[src/rtl/vending_pkg.sv]
// Shared types and the coin denomination table for the change dispenser.
// Coin codes run largest-first so a lower code always means a larger coin.
package vending_pkg;

    localparam int unsigned NUM_COINS    = 6;
    localparam int unsigned COIN_W       = 3;
    localparam int unsigned COIN_VALUE_W = 9;

    localparam logic [COIN_W-1:0] COIN_500 = 3'd0;
    localparam logic [COIN_W-1:0] COIN_100 = 3'd1;
    localparam logic [COIN_W-1:0] COIN_25  = 3'd2;
    localparam logic [COIN_W-1:0] COIN_10  = 3'd3;
    localparam logic [COIN_W-1:0] COIN_5   = 3'd4;
    localparam logic [COIN_W-1:0] COIN_1   = 3'd5;

    typedef enum logic [1:0] {
        S_IDLE,
        S_SELECT,
        S_OFFER,
        S_DONE
    } state_e;

    // Value in cents of a coin code; unused codes map to zero.
    function automatic logic [COIN_VALUE_W-1:0] coin_value(input logic [COIN_W-1:0] code);
        logic [COIN_VALUE_W-1:0] value;
        case (code)
            COIN_500: value = 9'd500;
            COIN_100: value = 9'd100;
            COIN_25:  value = 9'd25;
            COIN_10:  value = 9'd10;
            COIN_5:   value = 9'd5;
            COIN_1:   value = 9'd1;
            default:  value = 9'd0;
        endcase
        return value;
    endfunction

endpackage

[src/rtl/coin_picker.sv]
// Combinational priority selector: largest available coin whose value fits
// in the remaining amount.
module coin_picker
    import vending_pkg::*;
#(
    parameter int unsigned AMOUNT_W = 16
) (
    input  logic [AMOUNT_W-1:0]  remain_i,
    input  logic [NUM_COINS-1:0] avail_i,
    output logic                 found_o,
    output logic [COIN_W-1:0]    code_o
);

    localparam int unsigned CMP_W = (AMOUNT_W > COIN_VALUE_W) ? AMOUNT_W : COIN_VALUE_W;

    always_comb begin
        found_o = 1'b0;
        code_o  = COIN_500;
        // Scan smallest to largest so the last hit, the largest fitting coin, wins.
        for (int i = NUM_COINS - 1; i >= 0; i--) begin
            if (avail_i[i] &&
                (CMP_W'(coin_value(COIN_W'(i))) <= CMP_W'(remain_i))) begin
                found_o = 1'b1;
                code_o  = COIN_W'(i);
            end
        end
    end

endmodule

[src/rtl/change_dispenser.sv]
// Greedy change dispenser: splits an amount into coins and offers them one at a
// time to the hopper. Define COIN_INVENTORY_EN to track per-denomination stock.
module change_dispenser
    import vending_pkg::*;
#(
    parameter int unsigned AMOUNT_W   = 16,
    parameter int unsigned COUNT_W    = 8,
    parameter int unsigned INIT_STOCK = 20
) (
    input  logic                I_CLK,
    input  logic                I_RESET,
    input  logic                I_START,
    input  logic [AMOUNT_W-1:0] I_AMOUNT,
    input  logic                I_COIN_ACK,
    input  logic                I_REFILL,
    output logic                O_BUSY,
    output logic                O_COIN_VALID,
    output logic [2:0]          O_COIN_SEL,
    output logic [AMOUNT_W-1:0] O_REMAIN,
    output logic [COUNT_W-1:0]  O_COIN_COUNT,
    output logic                O_DONE,
    output logic                O_SHORT
);

    state_e                state_q, state_d;
    logic                  busy_q, busy_d;
    logic                  valid_q, valid_d;
    logic [COIN_W-1:0]     sel_q, sel_d;
    logic [AMOUNT_W-1:0]   remain_q, remain_d;
    logic [COUNT_W-1:0]    count_q, count_d;
    logic                  short_q, short_d;

    logic [NUM_COINS-1:0]  avail;
    logic                  pick_found;
    logic [COIN_W-1:0]     pick_code;
    logic                  ack_take;
    logic [AMOUNT_W-1:0]   sel_value;

    assign ack_take  = (state_q == S_OFFER) && I_COIN_ACK;
    assign sel_value = AMOUNT_W'(coin_value(sel_q));

`ifdef COIN_INVENTORY_EN
    localparam int unsigned STOCK_W = $clog2(INIT_STOCK + 1);

    logic [STOCK_W-1:0] stock_q [NUM_COINS];

    // Refill shares the reset path so it wins over a same-cycle ack.
    always_ff @(posedge I_CLK) begin
        if (I_RESET || I_REFILL) begin
            for (int i = 0; i < NUM_COINS; i++) begin
                stock_q[i] <= STOCK_W'(INIT_STOCK);
            end
        end else if (ack_take) begin
            stock_q[sel_q] <= stock_q[sel_q] - STOCK_W'(1);
        end
    end

    always_comb begin
        avail = '0;
        for (int i = 0; i < NUM_COINS; i++) begin
            avail[i] = (stock_q[i] != '0);
        end
    end

    assign O_SHORT = short_q;
`else
    logic unused_cfg;

    assign avail      = {NUM_COINS{1'b1}};
    assign O_SHORT    = 1'b0;
    assign unused_cfg = ^{I_REFILL, short_q, 1'(INIT_STOCK)};
`endif

    coin_picker #(
        .AMOUNT_W(AMOUNT_W)
    ) u_coin_picker (
        .remain_i(remain_q),
        .avail_i (avail),
        .found_o (pick_found),
        .code_o  (pick_code)
    );

    always_ff @(posedge I_CLK) begin
        if (I_RESET) begin
            state_q  <= S_IDLE;
            busy_q   <= 1'b0;
            valid_q  <= 1'b0;
            sel_q    <= COIN_500;
            remain_q <= '0;
            count_q  <= '0;
            short_q  <= 1'b0;
        end else begin
            state_q  <= state_d;
            busy_q   <= busy_d;
            valid_q  <= valid_d;
            sel_q    <= sel_d;
            remain_q <= remain_d;
            count_q  <= count_d;
            short_q  <= short_d;
        end
    end

    always_comb begin
        state_d  = state_q;
        busy_d   = busy_q;
        valid_d  = valid_q;
        sel_d    = sel_q;
        remain_d = remain_q;
        count_d  = count_q;
        short_d  = short_q;

        case (state_q)
            S_IDLE: begin
                if (I_START) begin
                    remain_d = I_AMOUNT;
                    count_d  = '0;
                    short_d  = 1'b0;
                    busy_d   = 1'b1;
                    state_d  = S_SELECT;
                end
            end
            S_SELECT: begin
                // A zero remainder never finds a coin, so it also lands in S_DONE.
                if (pick_found) begin
                    sel_d   = pick_code;
                    valid_d = 1'b1;
                    state_d = S_OFFER;
                end else begin
                    state_d = S_DONE;
                end
            end
            S_OFFER: begin
                if (ack_take) begin
                    remain_d = remain_q - sel_value;
                    if (count_q != {COUNT_W{1'b1}}) begin
                        count_d = count_q + COUNT_W'(1);
                    end
                    valid_d = 1'b0;
                    state_d = S_SELECT;
                end
            end
            S_DONE: begin
                busy_d  = 1'b0;
                short_d = (remain_q != '0);
                state_d = S_IDLE;
            end
            default: begin
                state_d = S_IDLE;
            end
        endcase
    end

    assign O_BUSY       = busy_q;
    assign O_COIN_VALID = valid_q;
    assign O_COIN_SEL   = sel_q;
    assign O_REMAIN     = remain_q;
    assign O_COIN_COUNT = count_q;
    assign O_DONE       = (state_q == S_DONE);

endmodule

[config.mk]
export PLATFORM = sky130hd
export DESIGN_NAME = change_dispenser
export DESIGN_NICKNAME = d
export VERILOG_FILES = /design/src/rtl/vending_pkg.sv /design/src/rtl/coin_picker.sv /design/src/rtl/change_dispenser.sv
export SDC_FILE = /design/constraint.sdc
export NUM_CORES = 1
export LEC_CHECK = 0
export BUFFER_PORTS_ARGS = -buffer_cell sky130_fd_sc_hd__buf_2
export CAP_MARGIN = 25
export CELL_PAD_IN_SITES_DETAIL_PLACEMENT = 2
export CELL_PAD_IN_SITES_GLOBAL_PLACEMENT = 2
export CORE_MARGIN = 2
export CORE_UTILIZATION = 33
export CTS_BUF_LIST = sky130_fd_sc_hd__clkbuf_4 sky130_fd_sc_hd__clkbuf_8 sky130_fd_sc_hd__clkbuf_16
export CTS_CLUSTER_SIZE = 24
export DETAILED_ROUTE_END_ITERATION = 8
export PLACE_DENSITY_LB_ADDON = 0.1
export SLEW_MARGIN = 20
export SYNTH_ARGS = -nofsm -noshare
export SYNTH_HDL_FRONTEND = slang
export SYNTH_HIERARCHICAL = 1
export SYNTH_SLANG_ARGS = --single-unit
[constraint.sdc]
create_clock -name I_CLK -period 4.15 [get_ports I_CLK]
set_input_delay 0.415 -clock I_CLK [delete_from_list [all_inputs] [get_ports I_CLK]]
set_output_delay 0.415 -clock I_CLK [all_outputs]
set_load 0.1 [all_outputs]
==> results of run 1 <==
[synth_stat cells (all sizes together), types with 5 or more instances]
master  instances  area share (%)
a21oi          31             6.8
nand2b          9             2.5
ha             10             5.5
o21ai          14             3.1
nand4           6             1.6
a21o            6             2.0
or3             5             1.4
a311oi          7             2.7
dfxtp          31              27
nand3          11             2.4
nand2          33             5.4
clkbuf          7             1.2
inv             6            0.99
nor2           37             6.1
nor3            6             1.3
buf             7             2.1
or2             5             1.4
a211oi          6             2.0
[power by group through the flow]
| stage | registers [mW] | logic [mW] | clock network (mW) |
|---|---|---|---|
| global route | 0.367 | 0.462 | 0.303 |
| floorplan | 0.498 | 0.205 | 0 |
| detailed placement | 0.369 | 0.426 | 0 |
| finish | 0.362 | 0.425 | 0.280 |
| CTS | 0.362 | 0.430 | 0.291 |
| global placement | 0.367 | 0.415 | 0 |
[worst register-to-register path: stages (launching register included)]
cell and delay [ns]:
dfxtp_1 0.39, nand2b_1 0.20, o21ai_0 0.17, ha_1 0.19
inv_1 0.06, fa_1 0.43, a211oi_1 0.39, o21ai_0 0.25
a21boi_0 0.42, a211oi_1 0.15, a311oi_1 0.29, a21oi_1 0.10
[registers in the layout (all words and copies together), names as in the netlist]
| name | cells |
|---|---|
| O_BUSY | 1 |
| O_COIN_COUNT | 8 |
| O_COIN_SEL | 3 |
| O_COIN_VALID | 1 |
| O_REMAIN | 16 |
| state_q | 2 |
[cells by family (layout without fill, tap and decap cells)]
logic type               Yosys count  count (layout)  share of synthesized area [%]
AO/OA/AOI/OAI                     86              86                           25.9
flip-flops                        31              31                           27.3
XOR/XNOR                           8               8                           3.08
multiplexers                       7               7                           3.30
buffers and inverters             20              64                           4.23
adder cells (fa/ha/maj)           11              11                           6.38
AND/OR/NAND/NOR                  131             131                           29.5
other                              2              10                          0.330
[layout make-up]
cell class,instances,area (um2)
fill,816,4030
sequential,31,621
tap,80,100
multi-input combinational,253,1590
clock buffer,8,104
timing repair buffer,50,253
inverter,6,22.5
[worst min-delay path by stage]
stage / startpoint / end / slack [ns] / depth (start not counted)
3_3_place_gp: O_BUSY / O_BUSY / 0.47 / 2
3_5_place_dp: O_COIN_COUNT[1] / O_COIN_COUNT[1] / 0.50 / 2
2_1_floorplan: I_COIN_ACK / O_REMAIN[8] / 0.53 / 1
5_1_grt: I_AMOUNT[11] / O_REMAIN[11] / 0.37 / 3
4_1_cts: I_AMOUNT[11] / O_REMAIN[11] / 0.35 / 3
6_report: I_AMOUNT[11] / O_REMAIN[11] / 0.36 / 3
[routing by layer]
| metal | wire length [um] | up-vias | share of wire [%] |
|---|---|---|---|
| met4 | 72 | 0 | 0.95 |
| met1 | 3440 | 1178 | 46 |
| li1 | - | 1169 | - |
| met2 | 3840 | 30 | 51 |
| met3 | 205 | 9 | 2.7 |
| met5 | 0 | - | 0 |
[per-stage QoR]
step / setup WS, ns / hold WS, ns / instance area, um2 / instances
global route: 0.633 / 0.372 / 2690 / 428
floorplan: 0.854 / 0.526 / 2310 / 304
finish: 0.996 / 0.355 / 2690 / 428
CTS: 0.957 / 0.348 / 2690 / 428
detailed placement: 0.969 / 0.496 / 2580 / 420
global placement: 1.12 / 0.471 / 2580 / 420
==> results.yml, run 1 <==
synth:
  ys_ff_latch: 31
  synth_enable_flop_cells: 0
  yosysSeqAreaShare_pct: 27.3
  synth_area_per_cell_um2: 7.69
  synth.distinct_cells: 55
  ys.flop_type: "dfxtp_1"
  syn_inst: 296
  syn_area_um2: 2280
  async_flop_share_pct: 0
  ys_warn_count: 6
clock_network:
  clk_pin_slew_ns: 0.07
  insertion_delay_ns: 0.29
  cts.path.max_buffers: 2
  cts_made_buffers: 5
  post_cts_buffers: 0
  cts.sinks: 31
  cts_root_buf: "clkbuf_8"
  htreeDepth: 2
  cts_tree: "yes"
  cts_hold_buf: 0
  cts_resized: 0
setup_path:
  crit_path_start_kind: "flop"
  max_stage_delay_ns: 0.43
  critPathRequiredTime_ns: 4.30
  path_cells: "nand2b_1, o21ai_0, ha_1, inv_1, fa_1, a211oi_1, o21ai_0, a21boi_0, a211oi_1, a311oi_1, a21oi_1"
  rr_worst_depth: 11
  endpoint: "O_REMAIN[14]"
  r2r_slack_ns: 1.0
  critPathCaptureType: "flop"
  startpoint: "O_COIN_SEL[2]"
  reg2reg_to: "O_REMAIN[14]"
  r2r-start: "O_COIN_SEL[2]"
  cp.depth: 11
  crit_family: "compound AO/OA/AOI/OAI gates"
  slowest_stage: "fa_1"
  arrival_ns: 3.31
  crit_type: "reg2reg"
  path_buf_inv: 1
  critPathMaxFanout: 9
power:
  p_leak_nw: 1.19
  power_density_nw_per_um2: 397
  power_mw: 1.07
  switchingPower_uw: 475
  clock_power_share_pct: 26.3
  max-vdd-ir-drop_v: 0.000159
  combPwrFrac_pct: 39.8
  switching_share_pct: 44.4
  p_seq_share_pct: 33.9
  p_int_uw: 593
layout:
  finish.net_count: 379
  syn_to_final_growth_pct: 18.1
  layout-drive-gt1-share_pct: 20.7
  layout_commonest_cell: "buf_2"
  mostFrequentLayoutCells: "buf_2, nor2_1, nand2_1, dfxtp_1, a21oi_1"
  diodes: 0
  fin_util_pct: 40.0
timing:
  setup_viol_count_final: 0
  fmax_mhz: 317
  rsz0062_at_grt: "no"
  worst_pin_slew_ns: 0.967
  clock_skew_ns: 0.00817
  finalHoldViolCount: 0
  min_period_ns: 3.15
  max_slew_margin_pct: 35.3
  fin_tns_setup_ns: 0
  final_max_slew_viol_count: 0
  fin_crit_sh_pct: 76.0
floorplanning:
  start_util_pct: 33.9
  die_h_um: 87.0
  fp.dieW_um: 87.0
  core_um2: 6720
  row_count: 30
  io_pins: 52
  die-area_um2: 7580
global_routing:
  grt_pass1_wl_mm: 12.6
  top_usage_layer: "met2"
  grt_use_met1_pct: 27.3
  grt_max_degree: 30
  track_usage_pct: 21.1
  grt_pass1_vias: 2465
  gr-usage-met3_pct: 2.46
  use_met2_pct: 36.8
  grt_remaining_overflow: 0
  antenna_found_initial: 0
hold_path:
  hold_class: "in2reg"
detailed_routing:
  vias: 2386
  routed_wl_mm: 7.55
  avgRoutedWirePerCell_um: 17.6
  ant_nets: 0
  drt_first_pass_iters: 4
  first_iter_violations: 52
  vias_per_cell: 5.57
  drc_errors: 0
placed_design:
  place.gp.congestion: 0.793
  hpwl_mm: 5.71
  port_buffers: 49
job:
  cap_violations: 0
outcome:
  outcome: "complete, no violations"
(Power assumes the default switching activity.)
==> run 2: changes to the inputs <==
CORE_UTILIZATION = 28   (was 33)
clock period = 2.7 ns   (was 4.15 ns; I/O delays follow)
==> run 2 against run 1 <==
Against the previous run:
- power increased by 65%
- clock skew decreased by 0.00087 ns
- cell count increased by 8.2%
- combinational power increased by 65%
- count of clock-buffer cells in the layout decreased by 2
- clock power increased by 80%
- critical path type unchanged
- highest routed layer unchanged
==> results.yml, run 2 (same netlist as run 1, synthesis figures left out) <==
clock_network:
  cts_hold_buf: 0
  cts.sinks: 31
  cts_made_buffers: 5
  post_cts_buffers: 0
  clk_pin_slew_ns: 0.08
  cts_tree: "yes"
  htreeDepth: 2
  cts.path.max_buffers: 2
  cts_root_buf: "clkbuf_8"
  insertion_delay_ns: 0.30
timing:
  fin_crit_sh_pct: 94.3
  clock_skew_ns: 0.00730
  final_max_slew_viol_count: 0
  finalHoldViolCount: 0
  fin_tns_setup_ns: 0
  worst_pin_slew_ns: 0.677
  setup_viol_count_final: 0
  fmax_mhz: 393
  max_slew_margin_pct: 54.9
  min_period_ns: 2.55
  rsz0062_at_grt: "no"
hold_path:
  holdPathStages: 3
  min_from: "I_AMOUNT[11]"
  hold_class: "in2reg"
  whs_endpoint: "O_REMAIN[11]"
detailed_routing:
  first_iter_violations: 71
  avgRoutedWirePerCell_um: 17.4
  vias_per_cell: 5.27
  ant_nets: 0
  drc_errors: 0
  vias: 2441
  drt_first_pass_iters: 4
  routed_wl_mm: 8.07
setup_path:
  critPathRequiredTime_ns: 2.86
  critPathMaxFanout: 8
  rr_worst_depth: 13
  r2r-start: "O_COIN_SEL[2]"
  arrival_ns: 2.70
  crit_path_start_kind: "flop"
  critPathCaptureType: "flop"
  crit_type: "reg2reg"
  reg2reg_to: "O_REMAIN[8]"
  r2r_slack_ns: 0.15
layout:
  layout-drive-gt1-share_pct: 26.6
  largest_reg_flops: 16
  fin_util_pct: 36.8
  multiInputGateArea_um2: 1630
  syn_to_final_growth_pct: 26.3
  mostFrequentLayoutCells: "buf_2, nor2_1, nand2_1, a21oi_1, dfxtp_1"
  fillers: 966
  regArea_um2: 631
  layout_commonest_cell: "buf_2"
  finish.net_count: 392
  fin_cells: 463
  diodes: 0
power:
  switching_share_pct: 43.3
  p_seq_share_pct: 31.4
  switchingPower_uw: 761
  power_density_nw_per_um2: 611
  p_leak_nw: 1.27
  power_mw: 1.76
  max-vdd-ir-drop_v: 0.000229
  combPwrFrac_pct: 39.8
  p_int_uw: 996
  clock_power_share_pct: 28.7
placed_design:
  place.gp.congestion: 0.765
  hpwl_mm: 6.13
  port_buffers: 49
  dp.cells: 456
floorplanning:
  die_h_um: 94.2
  row_count: 32
  start_util_pct: 29.2
  io_pins: 52
  core_um2: 7810
  die-area_um2: 8870
  fp.dieW_um: 94.2
global_routing:
  grt_remaining_overflow: 0
  track_usage_pct: 18.9
  grt_pass1_wl_mm: 13.0
  antenna_found_initial: 0
  grt_pass1_vias: 2542
  grt_max_degree: 30
outcome:
  outcome: "complete, no violations"
job:
  cap_violations: 0
run 2: cell count changes in the layout (fill, tap and decap cells not counted), sizes merged:
| cell | delta |
|---|---|
| buf | +13 |
| clkbuf | -2 |
| bufinv | +1 |
| clkinv | +1 |
run 2: routing by layer:
layer	part of all wire, %	vias to the layer above	wire length [um]	global-route usage [%]
li1	-	1195	-	-
met1	47	1206	3830	24.6
met2	48	32	3900	32.5
met3	3.1	8	248	2.89
met4	1.1	0	87	5.07
met5	0	-	0	0
run 2: cell type report:
type / instances / area share [%]
Sequential cell: 31 / 21.9
Tap cell: 102 / 4.44
Clock inverter: 2 / 1.22
Inverter: 6 / 0.784
Clock buffer: 6 / 2.87
Timing Repair Buffer: 63 / 12.2
Multi-Input combinational cell: 253 / 56.6
run 2: what timing repair did:
action,in CTS,in global routing
pin swaps,0,2
endpoints found under the setup margin,5,5
resized for setup,3,8
run 2: power by group through the flow:
stage	Clock [mW]	Combinational, mW	Sequential, mW
after floorplan	0	0.315	0.765
after global placement	0	0.683	0.561
after detailed placement	0	0.696	0.562
after CTS	0.521	0.703	0.552
after global routing	0.539	0.760	0.560
final	0.505	0.700	0.552
run 2: per-stage QoR:
| step | hold slack (ns) | setup slack (ns) | instance area (um2) |
|---|---|---|---|
| final | 0.205 | 0.154 | 2870 |
| after global routing | 0.207 | 0.0119 | 2870 |
| after CTS | 0.200 | 0.00967 | 2850 |
| after floorplan | 0.381 | 0.00896 | 2320 |
| after global placement | 0.485 | -0.0140 | 2730 |
| after detailed placement | 0.499 | -0.152 | 2730 |
run 2: worst max path at each step:
stage | from | to | slack (ns) | depth (start not counted)
after floorplan | O_REMAIN[0] | O_REMAIN[10] | 0.009 | 10
after global placement | O_COIN_SEL[2] | O_REMAIN[14] | -0.01 | 11
after detailed placement | O_COIN_SEL[2] | O_REMAIN[14] | -0.15 | 11
after CTS | O_COIN_SEL[2] | O_REMAIN[12] | 0.01 | 11
after global routing | O_COIN_SEL[2] | O_REMAIN[9] | 0.01 | 8
final | O_COIN_SEL[2] | O_REMAIN[8] | 0.15 | 13
run 2: worst max-delay path: stages (launching register included):
cell and delay (ns):
dfxtp_4 0.34, buf_4 0.14, nand2b_1 0.07, o21ai_2 0.06, ha_2 0.19, inv_1 0.06
fa_2 0.39, a211oi_4 0.29, o21ai_2 0.11, buf_4 0.15, a21o_1 0.18, a211o_1 0.28
nand2_1 0.06, a311oi_1 0.08
